`config.mk`:
```
export PLATFORM = sky130hd
export DESIGN_NAME = mc_ctrl
export DESIGN_NICKNAME = d
export VERILOG_FILES = /design/src/rtl/mips_defs.sv /design/src/rtl/mc_decode.sv /design/src/rtl/mc_ctrl.sv
export SDC_FILE = /design/constraint.sdc
export NUM_CORES = 1
export LEC_CHECK = 0
export ABC_CLOCK_PERIOD_IN_PS = 2500
export BUFFER_PORTS_ARGS = -buffer_cell sky130_fd_sc_hd__clkbuf_2
export CAP_MARGIN = 10
export CORE_MARGIN = 2
export CORE_UTILIZATION = 50
export CTS_CLUSTER_SIZE = 24
export DETAILED_ROUTE_END_ITERATION = 6
export PLACE_DENSITY = 0.75
export SKIP_LAST_GASP = 1
export SYNTH_ARGS = -nofsm -noshare
export SYNTH_HDL_FRONTEND = slang
export SYNTH_SLANG_ARGS = --single-unit
export TNS_END_PERCENT = 50
```
`constraint.sdc`:
```
create_clock -name clk -period 2.5 [get_ports clk]
set_clock_uncertainty 0.15 [all_clocks]
set_input_delay 0.5 -clock clk [delete_from_list [all_inputs] [get_ports clk]]
set_output_delay 0.5 -clock clk [all_outputs]
set_load 0.02 [all_outputs]
```
`src/rtl/mips_defs.sv`:
```
// Shared opcode/funct constants, instruction-class flags and control-field
// encodings for the multi-cycle MIPS controller.
package mips_defs;

  localparam logic [5:0] OP_R   = 6'h00;
  localparam logic [5:0] OP_ORI = 6'h0D;
  localparam logic [5:0] OP_LUI = 6'h0F;
  localparam logic [5:0] OP_LW  = 6'h23;
  localparam logic [5:0] OP_SW  = 6'h2B;
  localparam logic [5:0] OP_BEQ = 6'h04;
  localparam logic [5:0] OP_J   = 6'h02;
  localparam logic [5:0] OP_JAL = 6'h03;

  localparam logic [5:0] FN_ADDU = 6'h21;
  localparam logic [5:0] FN_SUBU = 6'h23;
  localparam logic [5:0] FN_JR   = 6'h08;

  typedef enum logic [2:0] {
    S_FETCH  = 3'd0,
    S_DECODE = 3'd1,
    S_EXE    = 3'd2,
    S_MEM    = 3'd3,
    S_WB     = 3'd4
  } state_t;

  typedef enum logic [1:0] {
    ALU_ADD = 2'd0,
    ALU_SUB = 2'd1,
    ALU_OR  = 2'd2,
    ALU_LUI = 2'd3
  } alu_op_t;

  typedef enum logic [1:0] {
    NPC_PC4    = 2'd0,
    NPC_BRANCH = 2'd1,
    NPC_JUMP   = 2'd2,
    NPC_REG    = 2'd3
  } npc_sel_t;

  typedef enum logic [1:0] {
    DST_RT = 2'd0,
    DST_RD = 2'd1,
    DST_RA = 2'd2
  } regdst_t;

  typedef enum logic [1:0] {
    WD_ALU = 2'd0,
    WD_DM  = 2'd1,
    WD_PC4 = 2'd2
  } wd_sel_t;

  // One-hot instruction class; all-zero means undecodable.
  typedef struct packed {
    logic addu;
    logic subu;
    logic ori;
    logic lui;
    logic lw;
    logic sw;
    logic beq;
    logic j;
    logic jal;
    logic jr;
  } inst_t;

endpackage

```
`src/rtl/mc_decode.sv`:
```
// Maps opcode/funct onto a one-hot instruction class plus an illegal flag.
module mc_decode
  import mips_defs::*;
(
  input  logic [5:0] opcode,
  input  logic [5:0] funct,
  output inst_t      inst,
  output logic       illegal
);

  always_comb begin
    inst = '0;
    case (opcode)
      OP_R: begin
        case (funct)
          FN_ADDU: inst.addu = 1'b1;
          FN_SUBU: inst.subu = 1'b1;
          FN_JR:   inst.jr   = 1'b1;
          default: ;
        endcase
      end
      OP_ORI:  inst.ori = 1'b1;
      OP_LUI:  inst.lui = 1'b1;
      OP_LW:   inst.lw  = 1'b1;
      OP_SW:   inst.sw  = 1'b1;
      OP_BEQ:  inst.beq = 1'b1;
      OP_J:    inst.j   = 1'b1;
      OP_JAL:  inst.jal = 1'b1;
      default: ;
    endcase
    illegal = ~|inst;
  end

endmodule

```
`src/rtl/mc_ctrl.sv`:
```
// Multi-cycle MIPS controller: FETCH/DECODE/EXE/MEM/WB sequencing with
// combinational control outputs and a retired-instruction counter.
module mc_ctrl
  import mips_defs::*;
#(
  parameter int CNT_W = 32
) (
  input  logic             clk,
  input  logic             rst_n,
  input  logic [5:0]       opcode,
  input  logic [5:0]       funct,
  input  logic             zero,
  input  logic             im_ready,
  input  logic             dm_ready,
  output logic             pc_we,
  output logic [1:0]       npc_sel,
  output logic             ir_we,
  output logic             reg_we,
  output logic [1:0]       regdst,
  output logic [1:0]       wd_sel,
  output logic             alusrc,
  output logic [1:0]       alu_op,
  output logic             extop,
  output logic             dm_re,
  output logic             dm_we,
  output logic             illegal,
  output logic [2:0]       state,
  output logic [CNT_W-1:0] retired
);

  inst_t    inst;
  logic     dec_illegal;
  state_t   cur, nxt;
  logic     retire;
  logic     pc_we_c, ir_we_c, reg_we_c, dm_re_c, dm_we_c;
  npc_sel_t npc_c;
  regdst_t  dst_c;
  wd_sel_t  wd_c;
  alu_op_t  alu_c;

  mc_decode u_decode (
    .opcode  (opcode),
    .funct   (funct),
    .inst    (inst),
    .illegal (dec_illegal)
  );

  always_comb begin
    nxt      = cur;
    retire   = 1'b0;
    pc_we_c  = 1'b0;
    ir_we_c  = 1'b0;
    reg_we_c = 1'b0;
    dm_re_c  = 1'b0;
    dm_we_c  = 1'b0;
    npc_c    = NPC_PC4;
    dst_c    = DST_RT;
    wd_c     = WD_ALU;
    alu_c    = ALU_ADD;
    alusrc   = 1'b0;
    extop    = 1'b0;
    illegal  = 1'b0;

    // MEM keeps the EXE operand/ALU setup so the address stays stable.
    if (cur == S_EXE || cur == S_MEM) begin
      if (inst.subu || inst.beq) alu_c = ALU_SUB;
      if (inst.ori)              alu_c = ALU_OR;
      if (inst.lui)              alu_c = ALU_LUI;
      alusrc = inst.ori | inst.lui | inst.lw | inst.sw;
      extop  = inst.lw | inst.sw | inst.beq;
    end

    case (cur)
      S_FETCH: begin
        if (im_ready) begin
          ir_we_c = 1'b1;
          pc_we_c = 1'b1;
          nxt     = S_DECODE;
        end
      end
      S_DECODE: begin
        nxt = S_EXE;
        if (inst.j || inst.jal) begin
          pc_we_c = 1'b1;
          npc_c   = NPC_JUMP;
          nxt     = S_FETCH;
          retire  = 1'b1;
        end
        if (inst.jal) begin
          reg_we_c = 1'b1;
          dst_c    = DST_RA;
          wd_c     = WD_PC4;
        end
        if (inst.jr) begin
          pc_we_c = 1'b1;
          npc_c   = NPC_REG;
          nxt     = S_FETCH;
          retire  = 1'b1;
        end
        if (dec_illegal) begin
          illegal = 1'b1;
          nxt     = S_FETCH;
        end
      end
      S_EXE: begin
        if (inst.beq) begin
          pc_we_c = zero;
          npc_c   = NPC_BRANCH;
          nxt     = S_FETCH;
          retire  = 1'b1;
        end else if (inst.lw || inst.sw) begin
          nxt = S_MEM;
        end else begin
          nxt = S_WB;
        end
      end
      S_MEM: begin
        dm_re_c = inst.lw;
        dm_we_c = inst.sw;
        if (dm_ready) begin
          nxt    = inst.lw ? S_WB : S_FETCH;
          retire = ~inst.lw;
        end
      end
      S_WB: begin
        reg_we_c = 1'b1;
        if (inst.addu || inst.subu) dst_c = DST_RD;
        if (inst.lw)                wd_c  = WD_DM;
        nxt    = S_FETCH;
        retire = 1'b1;
      end
      default: nxt = S_FETCH;
    endcase
  end

  // Enables are forced low while reset is held, even though FETCH may see im_ready.
  assign pc_we   = pc_we_c  & rst_n;
  assign ir_we   = ir_we_c  & rst_n;
  assign reg_we  = reg_we_c & rst_n;
  assign dm_re   = dm_re_c  & rst_n;
  assign dm_we   = dm_we_c  & rst_n;
  assign npc_sel = npc_c;
  assign regdst  = dst_c;
  assign wd_sel  = wd_c;
  assign alu_op  = alu_c;
  assign state   = cur;

  always_ff @(posedge clk or negedge rst_n) begin
    if (!rst_n) begin
      cur     <= S_FETCH;
      retired <= '0;
    end else begin
      cur <= nxt;
      if (retire) retired <= retired + CNT_W'(1);
    end
  end

endmodule

```
==> results.txt <==
status -> complete, but fails checks
violated checks -> setup timing
Detailed Place HPWL -> 3940 um
Max VDD drop -> 0.436 mV
Max Cap Viol -> 0
port bufs -> 67
dpl cells -> 341
worst endpoint required time -> 1850 ps
dpl ws -> -220 ps
Async S/R FF share, synth -> 1.00
H-tree levels -> 2
Syn Area/Cell -> 9.87 um2
Remaining Overflow, GRT -> 0
Leak -> 1.39 nW
First DRT Iteration DRCs -> 129
syn_nets -> 234
CTS Buffer Depth -> 2
Post-Syn Area -> 0.00213 mm2
drt pass-1 iters -> 4
synth warn -> 0
layout cells sized above 1 -> 0.382
clock insertion delay at the later pin of the skew report -> 290 ps
DR vias -> 1922
total CTS buffers -> 5
Reg clk slew, reported paths -> 70 ps
vias in the first global route -> 1841
final setup fails -> 4
num rows -> 23
top_reg_cell synth -> dfrtp_1
Vert. Die Dim -> 69.3 um
fillcell total -> 345
WL per Instance -> 14.8 um
global-route wire length before repair -> 8690 um
largest net degree at the start of global routing -> 25
PD cells -> 519 mW/mm2
nets -> 318
sequential area share after synthesis -> 0.411
Seq cells post-synth -> 35
Die X -> 69.3 um
TNS Setup -> -253 ps
peak fanout along the critical path -> 4
final hold violations -> 0
GRT met1 Usage -> 0.313
Arr. time, crit path -> 1970 ps
Worst Tran Pin Value -> 517 ps
Detail Route Antenna Nets -> 0
Max Slew Vio Count -> 0
hold slack -> 56.3 ps
GRT Max-Usage Layer -> met2
Period minus WS final -> 2620 ps
Post-synth EDFFs -> 0
Unique masters post-synth -> 45
gr usage total -> 0.222
unrepaired setup endpoints after global routing -> true
hold crit path type -> input port to async pin
WL final -> 5200 um
period utilization -> 1.05
Power Total -> 1.42 mW
crit path capture type -> primary output
DRC errors left -> 0
clock sinks -> 35
Initial Util -> 0.525
area grow syn2layout -> 28.1%
antenna violations before repair -> 0
RD Place Congestion -> 0.807
die area -> 0.00480 mm2
Startpoint Class -> input port
met3 GRT Util -> 0.0538
Clock Tree Root -> clkbuf_8
crit path kind -> input port to primary output
I/O pin cnt -> 68
met2 Track Usage GR -> 0.341
final setup margin -> -118 ps
Slew headroom -> 0.655
Core Footprint -> 0.00406 mm2
Vias/cell -> 5.48
# diodes -> 0
final non-filler cell total -> 351
cells after synthesis -> 216
f_max -> 0.382 GHz
CTS tree -> yes
[logic make-up (layout without fill, tap and decap cells)]
| kind of cell | Yosys count | after routing | synth area share |
|---|---|---|---|
| simple gates | 118 | 118 | 0.340 |
| flops | 35 | 35 | 0.411 |
| xor+xnor | 31 | 31 | 0.134 |
| buf+inv | 16 | 101 | 0.0423 |
| compound gates | 14 | 14 | 0.0610 |
| fa+ha+maj | 1 | 1 | 0.00587 |
| mux | 1 | 1 | 0.00528 |
[report_power, final]
part,switching [mW],internal [mW]
clock network,0.206,0.195
logic,0.234,0.149
registers,0.0339,0.600
[layout make-up]
type,count,area [um2],area share
Clock inverter,2,12.5,0.00458
Timing Repair Buffer,85,504,0.185
Inverter,8,30.0,0.0110
Clock buffer,6,72.6,0.0266
Multi-Input combinational cell,165,1170,0.430
Tap cell,50,62.6,0.0229
Sequential cell,35,876,0.321
[synthesized netlist by cell type (2+ instances only)]
cell,n,share of area
nor3_1,6,0.014
nor3_2,7,0.033
nor3b_1,3,0.011
clkbuf_1,2,0.0035
nor4_1,6,0.018
dfrtp_1,35,0.41
nand3_2,3,0.014
nor2b_1,3,0.0088
nor2_1,20,0.035
o21ai_0,2,0.0047
inv_1,8,0.014
or3_1,2,0.0059
nand2_1,21,0.037
and3_1,4,0.012
xnor2_1,16,0.066
nand4_1,17,0.050
buf_1,2,0.0035
a21oi_1,2,0.0047
xor2_1,13,0.053
nand4_4,2,0.020
buf_6,2,0.011
nand2b_1,3,0.0088
o21a_1,2,0.0070
nand3_1,13,0.031
xnor2_2,2,0.015
[placed cells by master, fill, tap and decap left out, drive strengths merged, types with 8 or more instances in the layout]
cell,count
nand3,16
nor3,13
nand2,21
xor2,13
clkbuf,71
xnor2,18
nand4,19
inv,8
nor2,21
buf,19
dfrtp,35
[timing repair]
action / 4_1_cts / 5_1_grt
setup endpoints to repair: 3 / 9
hold buffers: 1 / 0
resized for setup: 2 / 6
buffers inserted: 0 / 1
endpoints found under the hold margin: 4 / 0
[per-layer routing]
| metal | part of all wire | vias up |
|---|---|---|
| li1 | - | 940 |
| met4 | 0.012 | 0 |
| met2 | 0.46 | 61 |
| met3 | 0.048 | 7 |
| met1 | 0.47 | 914 |
| met5 | 0 | - |
[worst max-delay path: stages]
cell,delay (ps)
buf_6,90
or4b_4,540
o41a_4,410
nor2_8,130
o21a_1,140
clkbuf_4,160
[metrics by stage]
step / instance area, um2 / util
2_1_floorplan: 2130 / -
3_3_place_gp: 2610 / 0.642
3_5_place_dp: 2610 / 0.642
4_1_cts: 2700 / 0.666
5_1_grt: 2730 / 0.673
6_report: 2730 / 0.673
[registers in the layout, summed over array words and instances (netlist names)]
register,cells
state,3
retired,32
[worst paths after layout]
kind                                   from          end  slack (ps)  depth (start not counted)
worst max-delay path               funct[0]        pc_we        -120                          6
worst min-delay path                  rst_n  retired[23]          60                          2
worst max register to register   retired[5]  retired[31]         240                          6
worst min register to register  retired[31]  retired[31]         310                          1
max in group asynchronous             rst_n     state[1]        1520                          2
min in group clk                retired[31]  retired[31]         310                          1
Note: power is estimated with default switching activity, not from simulation.
